===== src/rtl/pipe_pkg.sv =====
// Shared encodings for the pipeline hazard controller and its forwarding units.
package pipe_pkg;

   typedef enum logic [0:0] {
      ST_RUN      = 1'b0,
      ST_MEM_WAIT = 1'b1
   } state_e;

   localparam logic [1:0] PCSEL_SEQ = 2'b00;
   localparam logic [1:0] PCSEL_IMM = 2'b01;
   localparam logic [1:0] PCSEL_RS1 = 2'b10;

   localparam logic [1:0] FWD_RF = 2'b00;
   localparam logic [1:0] FWD_ME = 2'b01;
   localparam logic [1:0] FWD_WB = 2'b10;

   localparam logic [1:0] NPC_PC_IMM  = 2'b00;
   localparam logic [1:0] NPC_NEXT_PC = 2'b01;
   localparam logic [1:0] NPC_RS1_IMM = 2'b10;
   localparam logic [1:0] NPC_RSVD    = 2'b11;

endpackage


===== src/rtl/fwd_unit.sv =====
// Operand forwarding select for one EX source register; ME result wins over WB.
module fwd_unit
   import pipe_pkg::*;
(
   input  logic [4:0] i_src,
   input  logic [4:0] i_me_rd,
   input  logic       i_me_write,
   input  logic       i_me_load,
   input  logic [4:0] i_wb_rd,
   input  logic       i_wb_write,
   output logic [1:0] o_fwd
);

   logic w_me_hit;
   logic w_wb_hit;

   // A load in ME has no data yet, so it can never be a forwarding source.
   assign w_me_hit = i_me_write && !i_me_load && (i_me_rd != 5'd0) && (i_me_rd == i_src);
   assign w_wb_hit = i_wb_write && (i_wb_rd != 5'd0) && (i_wb_rd == i_src);

   always_comb begin
      o_fwd = FWD_RF;
      if (w_me_hit) begin
         o_fwd = FWD_ME;
      end else if (w_wb_hit) begin
         o_fwd = FWD_WB;
      end
   end

endmodule


===== src/rtl/pipe_ctrl.sv =====
// Hazard/sequencing controller: load-use stalls, ME redirects, forwarding selects
// and a data-memory wait-state FSM with a sticky watchdog.
module pipe_ctrl
   import pipe_pkg::*;
#(
   parameter int unsigned MEM_TIMEOUT = 64
) (
   input  logic        clk,
   input  logic        rst_n,
   input  logic [4:0]  id_rs1,
   input  logic [4:0]  id_rs2,
   input  logic        id_useRs1,
   input  logic        id_useRs2,
   input  logic [4:0]  ex_rs1,
   input  logic [4:0]  ex_rs2,
   input  logic [4:0]  ex_rd,
   input  logic        ex_writeReg,
   input  logic        ex_aluOut_WB_memOut,
   input  logic [4:0]  me_rd,
   input  logic        me_writeReg,
   input  logic        me_aluOut_WB_memOut,
   input  logic        me_mem_w,
   input  logic [1:0]  me_pcImm_NEXTPC_rs1Imm,
   input  logic        me_conditionBranch,
   input  logic        me_brTaken,
   input  logic [4:0]  wb_rd,
   input  logic        wb_writeReg,
   input  logic        dmem_ready,
   output logic        pc_stall,
   output logic        if_id_stall,
   output logic        id_ex_stall,
   output logic        ex_me_stall,
   output logic        if_id_flush,
   output logic        id_ex_flush,
   output logic        ex_me_flush,
   output logic        me_wb_flush,
   output logic [1:0]  pc_sel,
   output logic [1:0]  fwdA,
   output logic [1:0]  fwdB,
   output logic        dmem_req,
   output logic        mem_err,
   output logic [31:0] stall_cnt
);

   localparam logic [31:0] TIMEOUT = 32'(MEM_TIMEOUT);

   state_e      r_state;
   state_e      w_state_d;
   logic [31:0] r_wdog;
   logic [31:0] w_wdog_inc;
   logic        r_mem_err;
   logic [31:0] r_stall_cnt;

   logic        w_mem_op;
   logic        w_redirect;
   logic        w_load_use;
   logic [1:0]  w_fwd_a;
   logic [1:0]  w_fwd_b;

   assign w_mem_op   = me_aluOut_WB_memOut | me_mem_w;
   assign w_redirect = (me_pcImm_NEXTPC_rs1Imm == NPC_RS1_IMM) ||
                       ((me_pcImm_NEXTPC_rs1Imm == NPC_PC_IMM) &&
                        (!me_conditionBranch || me_brTaken));
   assign w_load_use = ex_writeReg && ex_aluOut_WB_memOut && (ex_rd != 5'd0) &&
                       ((id_useRs1 && (id_rs1 == ex_rd)) || (id_useRs2 && (id_rs2 == ex_rd)));

   always_comb begin
      w_state_d   = r_state;
      pc_stall    = 1'b0;
      if_id_stall = 1'b0;
      id_ex_stall = 1'b0;
      ex_me_stall = 1'b0;
      if_id_flush = 1'b0;
      id_ex_flush = 1'b0;
      ex_me_flush = 1'b0;
      me_wb_flush = 1'b0;
      pc_sel      = PCSEL_SEQ;
      dmem_req    = 1'b0;
      // Outputs are held quiet for the whole reset, even mid-access.
      if (rst_n) begin
         unique case (r_state)
            ST_RUN: begin
               dmem_req = w_mem_op;
               if (w_mem_op && !dmem_ready) begin
                  w_state_d   = ST_MEM_WAIT;
                  pc_stall    = 1'b1;
                  if_id_stall = 1'b1;
                  id_ex_stall = 1'b1;
                  ex_me_stall = 1'b1;
                  me_wb_flush = 1'b1;
               end else if (w_redirect) begin
                  pc_sel      = (me_pcImm_NEXTPC_rs1Imm == NPC_RS1_IMM) ? PCSEL_RS1 : PCSEL_IMM;
                  if_id_flush = 1'b1;
                  id_ex_flush = 1'b1;
                  ex_me_flush = 1'b1;
               end else if (w_load_use) begin
                  pc_stall    = 1'b1;
                  if_id_stall = 1'b1;
                  id_ex_flush = 1'b1;
               end
            end
            ST_MEM_WAIT: begin
               dmem_req = 1'b1;
               if (!dmem_ready) begin
                  pc_stall    = 1'b1;
                  if_id_stall = 1'b1;
                  id_ex_stall = 1'b1;
                  ex_me_stall = 1'b1;
                  me_wb_flush = 1'b1;
               end else begin
                  w_state_d = ST_RUN;
                  if (w_load_use) begin
                     pc_stall    = 1'b1;
                     if_id_stall = 1'b1;
                     id_ex_flush = 1'b1;
                  end
               end
            end
            default: w_state_d = ST_RUN;
         endcase
      end
   end

   fwd_unit u_fwd_a (
      .i_src      (ex_rs1),
      .i_me_rd    (me_rd),
      .i_me_write (me_writeReg),
      .i_me_load  (me_aluOut_WB_memOut),
      .i_wb_rd    (wb_rd),
      .i_wb_write (wb_writeReg),
      .o_fwd      (w_fwd_a)
   );

   fwd_unit u_fwd_b (
      .i_src      (ex_rs2),
      .i_me_rd    (me_rd),
      .i_me_write (me_writeReg),
      .i_me_load  (me_aluOut_WB_memOut),
      .i_wb_rd    (wb_rd),
      .i_wb_write (wb_writeReg),
      .o_fwd      (w_fwd_b)
   );

   assign fwdA = rst_n ? w_fwd_a : FWD_RF;
   assign fwdB = rst_n ? w_fwd_b : FWD_RF;

   assign w_wdog_inc = r_wdog + 32'd1;

   always_ff @(posedge clk or negedge rst_n) begin
      if (!rst_n) begin
         r_state     <= ST_RUN;
         r_wdog      <= 32'd0;
         r_mem_err   <= 1'b0;
         r_stall_cnt <= 32'd0;
      end else begin
         r_state <= w_state_d;
         if (r_state == ST_RUN) begin
            r_wdog <= 32'd0;
         end else if (r_wdog < TIMEOUT) begin
            // Saturate so a stuck access cannot wrap the counter.
            r_wdog <= w_wdog_inc;
         end
         if ((r_state == ST_MEM_WAIT) && (w_wdog_inc >= TIMEOUT)) begin
            r_mem_err <= 1'b1;
         end
         if (pc_stall) begin
            r_stall_cnt <= r_stall_cnt + 32'd1;
         end
      end
   end

   assign mem_err   = r_mem_err;
   assign stall_cnt = r_stall_cnt;

endmodule

===== config.mk =====
export PLATFORM = sky130hd
export DESIGN_NAME = pipe_ctrl
export DESIGN_NICKNAME = d
export VERILOG_FILES = /design/src/rtl/pipe_pkg.sv /design/src/rtl/fwd_unit.sv /design/src/rtl/pipe_ctrl.sv
export SDC_FILE = /design/constraint.sdc
export NUM_CORES = 1
export LEC_CHECK = 0
export BUFFER_PORTS_ARGS = -buffer_cell sky130_fd_sc_hd__buf_2
export CORE_ASPECT_RATIO = 0.9
export CORE_UTILIZATION = 35
export CTS_CLUSTER_SIZE = 14
export DETAILED_ROUTE_END_ITERATION = 7
export PLACE_DENSITY = 0.63
export SETUP_SLACK_MARGIN = 0.05
export SYNTH_ARGS = -nofsm -noshare
export SYNTH_HDL_FRONTEND = slang
export SYNTH_HIERARCHICAL = 1
export SYNTH_SLANG_ARGS = --single-unit

===== constraint.sdc =====
create_clock -name clk -period 2.6 [get_ports clk]
set_clock_uncertainty 0.1 [all_clocks]
set_input_delay 0.13 -clock clk [delete_from_list [all_inputs] [get_ports clk]]
set_output_delay 0.13 -clock clk [all_outputs]
set_load 0.05 [all_outputs]

## After elaboration in Yosys (flattened, before gate mapping)

Index checks and enable logic that the tools add are counted.

| cells by class | value |
|---|---|
| bitwise logic cells | 2 |
| reductions and logical operators | 25 |
| magnitude comparators | 2 |
| multiplexer cells | 34 |
| add/subtract/negate cells | 2 |
| eq/ne operators | 8 |

Operators with widths:

| cell | count |
|---|---|
| adder 32 x 1 -> 32 bit (second input constant) | 2 |
| two-way mux 32 bit | 2 |
| greater-or-equal comparator 32 x 7 -> 1 bit (second input constant) | 1 |
| less-than comparator 32 x 7 -> 1 bit (second input constant) | 1 |
| equality test 5 bit | 6 |
| two-way mux 2 bit | 11 |
| two-way mux 1 bit | 17 |
| logical AND 1 bit | 15 |
| nonzero test 5 bit | 3 |
| case mux 1 bit (2 select lines) | 4 |
| logical NOT 1 bit | 3 |
| logical OR 1 bit | 3 |
| equality test 2 bit (second input constant) | 1 |
| logical NOT 2 bit | 1 |
| inequality test 2 x 1 -> 1 bit (second input constant) | 1 |
| NOT 1 bit | 1 |
| OR 1 bit | 1 |

| word-level totals | value |
|---|---|
| bits in registers | 66 |
| input port bits | 50 |
| logic and storage cells | 77 |
| output and inout port bits | 48 |

## Logic depth before layout (Yosys ltp)

| logic depth | value |
|---|---|
| depth after elaboration | 9 |
| gate-level depth with buffers | 8 |
| mapped depth without buffers | 7 |

## By module

Netlist, hierarchy kept.

By module, submodules not included:

| module | sequential area each (µm²) | cells an instance | area each (µm²) | times used |
|---|---|---|---|---|
| pipe_ctrl | 1651.6 | 369 | 3669.8 | 1 |
| fwd_unit | 0.0 | 22 | 168.9 | 2 |

## Worst setup path after synthesis

No wires, ideal clock.

| timing | value |
|---|---|
| path kind | register to output |
| start | register r_state |
| end | output pc_sel[0] |
| stages on the path, launching flop included | 5 |
| buffers on the path | 1 |
| data required time | 2370 ps |
| setup slack | -786 ps |
| arrival time | 3156 ps |
| cell sequence | dfrtp_1 > clkbuf_1 > nor2_1 > nand2_1 > a2111oi_0 |

| on the way | value |
|---|---|
| cells in the longest elaborated chain, start to end | 2 |

RTL lines:

| item | line | source |
|---|---|---|
| start: declaration | pipe_ctrl.sv:47 | `state_e r_state;` |
| start signal: assignment | pipe_ctrl.sv:156 | `r_state <= w_state_d;` |
| two-way mux 2 bit | pipe_ctrl.sv:81 | `unique case (r_state)` |
| two-way mux 2 bit | pipe_ctrl.sv:80 | `if (rst_n) begin` |
| end: declaration | pipe_ctrl.sv:37 | `output logic [1:0] pc_sel,` |

Every way passes these cells.

## Worst setup path in the final report

| timing | value |
|---|---|
| start | register r_stall_cnt[4], in the netlist stall_cnt[4] |
| end | register r_stall_cnt[23], in the netlist stall_cnt[23] |

| on the way | value |
|---|---|
| cells in the longest elaborated chain, start to end | 1 |

RTL lines:

| item | line | source |
|---|---|---|
| start: declaration | pipe_ctrl.sv:52 | `logic [31:0] r_stall_cnt;` |
| start signal: assignment | pipe_ctrl.sv:167 | `r_stall_cnt <= r_stall_cnt + 32'd1;` |
| adder 32 x 1 -> 32 bit | pipe_ctrl.sv:167 |  |

Every way passes these cells.
A chain may end at the register's enable or synchronous reset.

==> results.toml <==
[worst_setup_path]
timing.rr.end = "stall_cnt[23]$_DFFE_PN0P_"
path_cells = "nand4_2, nor4_4, nand4_4, or4_4, nor4_1, xor2_1"
worst_setup_path_start_kind = "flop"
arrival_ps = 2510
crit_fanout = 13
worstReg2RegStart = "stall_cnt[4]$_DFFE_PN0P_"
worstRegToRegCells = 6
r2r_setup_slack_ps = 240
crit_required_ps = 2750
max_stage_delay_ps = 580
crit_path_end_kind = "flop"
worstSetupPathType = "reg -> reg"
cpMaxStageDelayCell = "or4_4"

[floorplanning]
start_util_pct = 36.5
die_h_um = 104
die_area_um2 = 11900
die_w_um = 115
rows = 36
core_um2 = 11000
io_pins = 98

[clock_tree]
clock_path_buffers = 2
clk_pin_slew_ps = 60
clock_latency_ps = 330
htreeDepth = 3
root_buffer = "clkbuf_16"
cts_tree = "built"
cts_inserted_buffers = 9
cts.sink_count = 66

[drt]
wire_per_inst_um = 13.6
routed_wl_um = 9270
dr.pass1.iters = 4
drt_iter0_drc = 171
viasPerCell = 5.03
ant_nets = 0
vias = 3417
drc_errors = 0

[grt]
gr-total-overflow = 0
grt_pass1_wl_um = 15600
grt_util_all_layers_pct = 16.4
grt_max_degree = 72
antenna_found_initial = 0
grt_pass1_vias = 3347

[pwr]
p_int_mw = 2.04
switchingPower_mw = 0.979
leakage_nw = 2.34
p_comb_share_pct = 21.7
p_total_mw = 3.02
switching_share_pct = 32.5
power_density_nw_per_um2 = 597
sequentialPowerShare_pct = 39.4
vdd_drop_max_v = 0.000489
clkPwrFrac_pct = 38.9

[placed_design]
gp_congestion = 0.805
place.port_buffers = 97
pre_cts_ws_ps = 130
dpl_cell_area_um2 = 4680
dp_hpwl_um = 6870

[min_path]
min_path_type = "in -> reg"
min_to = "r_state$_DFFE_PN0P_"
whs_path_depth = 3
worstHoldStart = "dmem_ready"

[sta]
fin_tns_setup_ps = 0
finalCriticalPeriod_ps = 2360
worst_pin_slew_ps = 850
finalSetupViolations = 0
finalHoldViolCount = 0
fin_ws_ps = 239
rsz0062_at_grt = "yes"
maxSlewViolCount = 0
fin_hold_ws_ps = 112
max_slew_margin_pct = 43.3
clock.fmax_ghz = 0.424
finalCritPeriodShare_pct = 90.8

[yosys]
synth.cell_area_um2 = 4010
synth_top_area_share_pct = 41.2
synth_area_per_cell_um2 = 9.70
syn-num-nets = 465
netlist-cell-type-count = 57
synthCells = 413
ys_async_sr_fraction_pct = 100
ys_ff_latch = 66
yosys_warnings = 6
synth-edff-count = 0
synth_area_leaders = "dfrtp_1 (41%), xnor2_1 (7.9%), xor2_1 (6.3%), and2_1 (4.7%), nor2_1 (2.8%)"
ys.flop_type = "dfrtp_1"
netlist.top_cell.by_area = "dfrtp_1"
yosysSeqAreaShare_pct = 41.2

[cells_and_area]
fin_area_um2 = 5060
fillers = 1098
final_cell_mix = "buf_2 (97), dfrtp_1 (66), xnor2_1 (36), nor2_1 (30), and2_1 (30)"
n_antenna_cell = 0
synthToLayoutAreaGrowth_pct = 26.2
fin_nets = 574
layout-drive-gt1-share_pct = 31.5
final_common_cell = "buf_2"

[run]
max_cap_viol_count = 0

[outcome]
status = "complete, no violations"
==> kinds of logic (layout without fill, tap and decap cells) <==
kind of cell | after synthesis | in the layout | synth area share (%)
AND/OR/NAND/NOR | 194 | 194 | 30.6
flip-flops | 66 | 66 | 41.2
XOR/XNOR | 65 | 65 | 14.2
AO/OA/AOI/OAI | 43 | 43 | 7.59
buffers and inverters | 38 | 152 | 4.43
multiplexers | 5 | 5 | 1.31
adder cells (fa/ha/maj) | 2 | 2 | 0.624
==> worst max-delay path by stage <==
stage | startpoint | endpoint | slack (ps) | cells after the start
after CTS | r_wdog[0]$_DFFE_PN0P_ | mem_err$_DFFE_PN0P_ | 130 | 7
after detailed placement | r_wdog[0]$_DFFE_PN0P_ | mem_err$_DFFE_PN0P_ | 130 | 7
after floorplan | stall_cnt[3]$_DFFE_PN0P_ | stall_cnt[29]$_DFFE_PN0P_ | 70 | 7
after global routing | r_wdog[7]$_DFFE_PN0P_ | mem_err$_DFFE_PN0P_ | 30 | 6
after global placement | r_wdog[8]$_DFFE_PN0P_ | mem_err$_DFFE_PN0P_ | 250 | 6
final | stall_cnt[4]$_DFFE_PN0P_ | stall_cnt[23]$_DFFE_PN0P_ | 240 | 6
==> area by class of cell <==
class / instances / area [um2] / share of cell area (%)
flip-flops and latches: 66 / 1650 / 32.7
well taps: 152 / 190 / 3.76
clock inverters: 4 / 51.3 / 1.01
multi-input cells: 309 / 2230 / 44.1
clock buffers: 12 / 236 / 4.68
repair buffers: 113 / 608 / 12.0
inverters: 23 / 86.3 / 1.71
==> synth_stat cells, drive strengths merged, types with 4 or more instances <==
library cell / number
dfrtp: 66
xnor2: 36
nor3: 32
and2: 30
nor2: 30
xor2: 29
inv: 22
nand2: 20
nor4: 19
nand3: 16
nand4: 16
buf: 9
o21ai: 8
a21oi: 7
clkbuf: 6
and3: 5
a31oi: 4
nand2b: 4
o211ai: 4
or3: 4
==> state kept, by name (all words and copies together) (netlist names) <==
register / flops
r_state: 1
r_wdog: 32
mem_err: 1
stall_cnt: 32
==> per-stage QoR <==
stage / utilization [%] / std cells
after global placement: 42.6 / 658
after detailed placement: 42.6 / 658
final: 46.0 / 679
after CTS: 45.3 / 675
after floorplan: - / 413
after global routing: 46.0 / 679
==> layer usage <==
metal	track usage (%)	share of wire, %	vias to the layer above
li1	-	-	1679
met2	26.2	48	64
met1	21.2	46	1659
met5	0	0	-
met3	4.62	4.3	15
met4	5.38	1.6	0
==> timing repair <==
action / CTS / global route
hold endpoints to repair: 24 / 0
endpoints found under the setup margin: 0 / 2
gates resized for setup: 0 / 8
setup buffers: 0 / 4
hold buffers: 1 / 0
==> worst max-delay path: cells and delay by family, from the launching register on <==
family                    cells  cell delay [ps]
and+or+nand+nor               5             1570
DFF                           1              430
xor gates and xnor gates      1              180
==> power by group through the flow <==
stage | combinational, mW | sequential [mW] | clock [mW]
6_report | 0.655 | 1.19 | 1.17
5_1_grt | 0.702 | 1.20 | 1.25
4_1_cts | 0.661 | 1.19 | 1.20
3_5_place_dp | 0.656 | 1.21 | 0
3_3_place_gp | 0.648 | 1.20 | 0
2_1_floorplan | 0.232 | 1.42 | 0
Power figures use the tool's default switching activity.
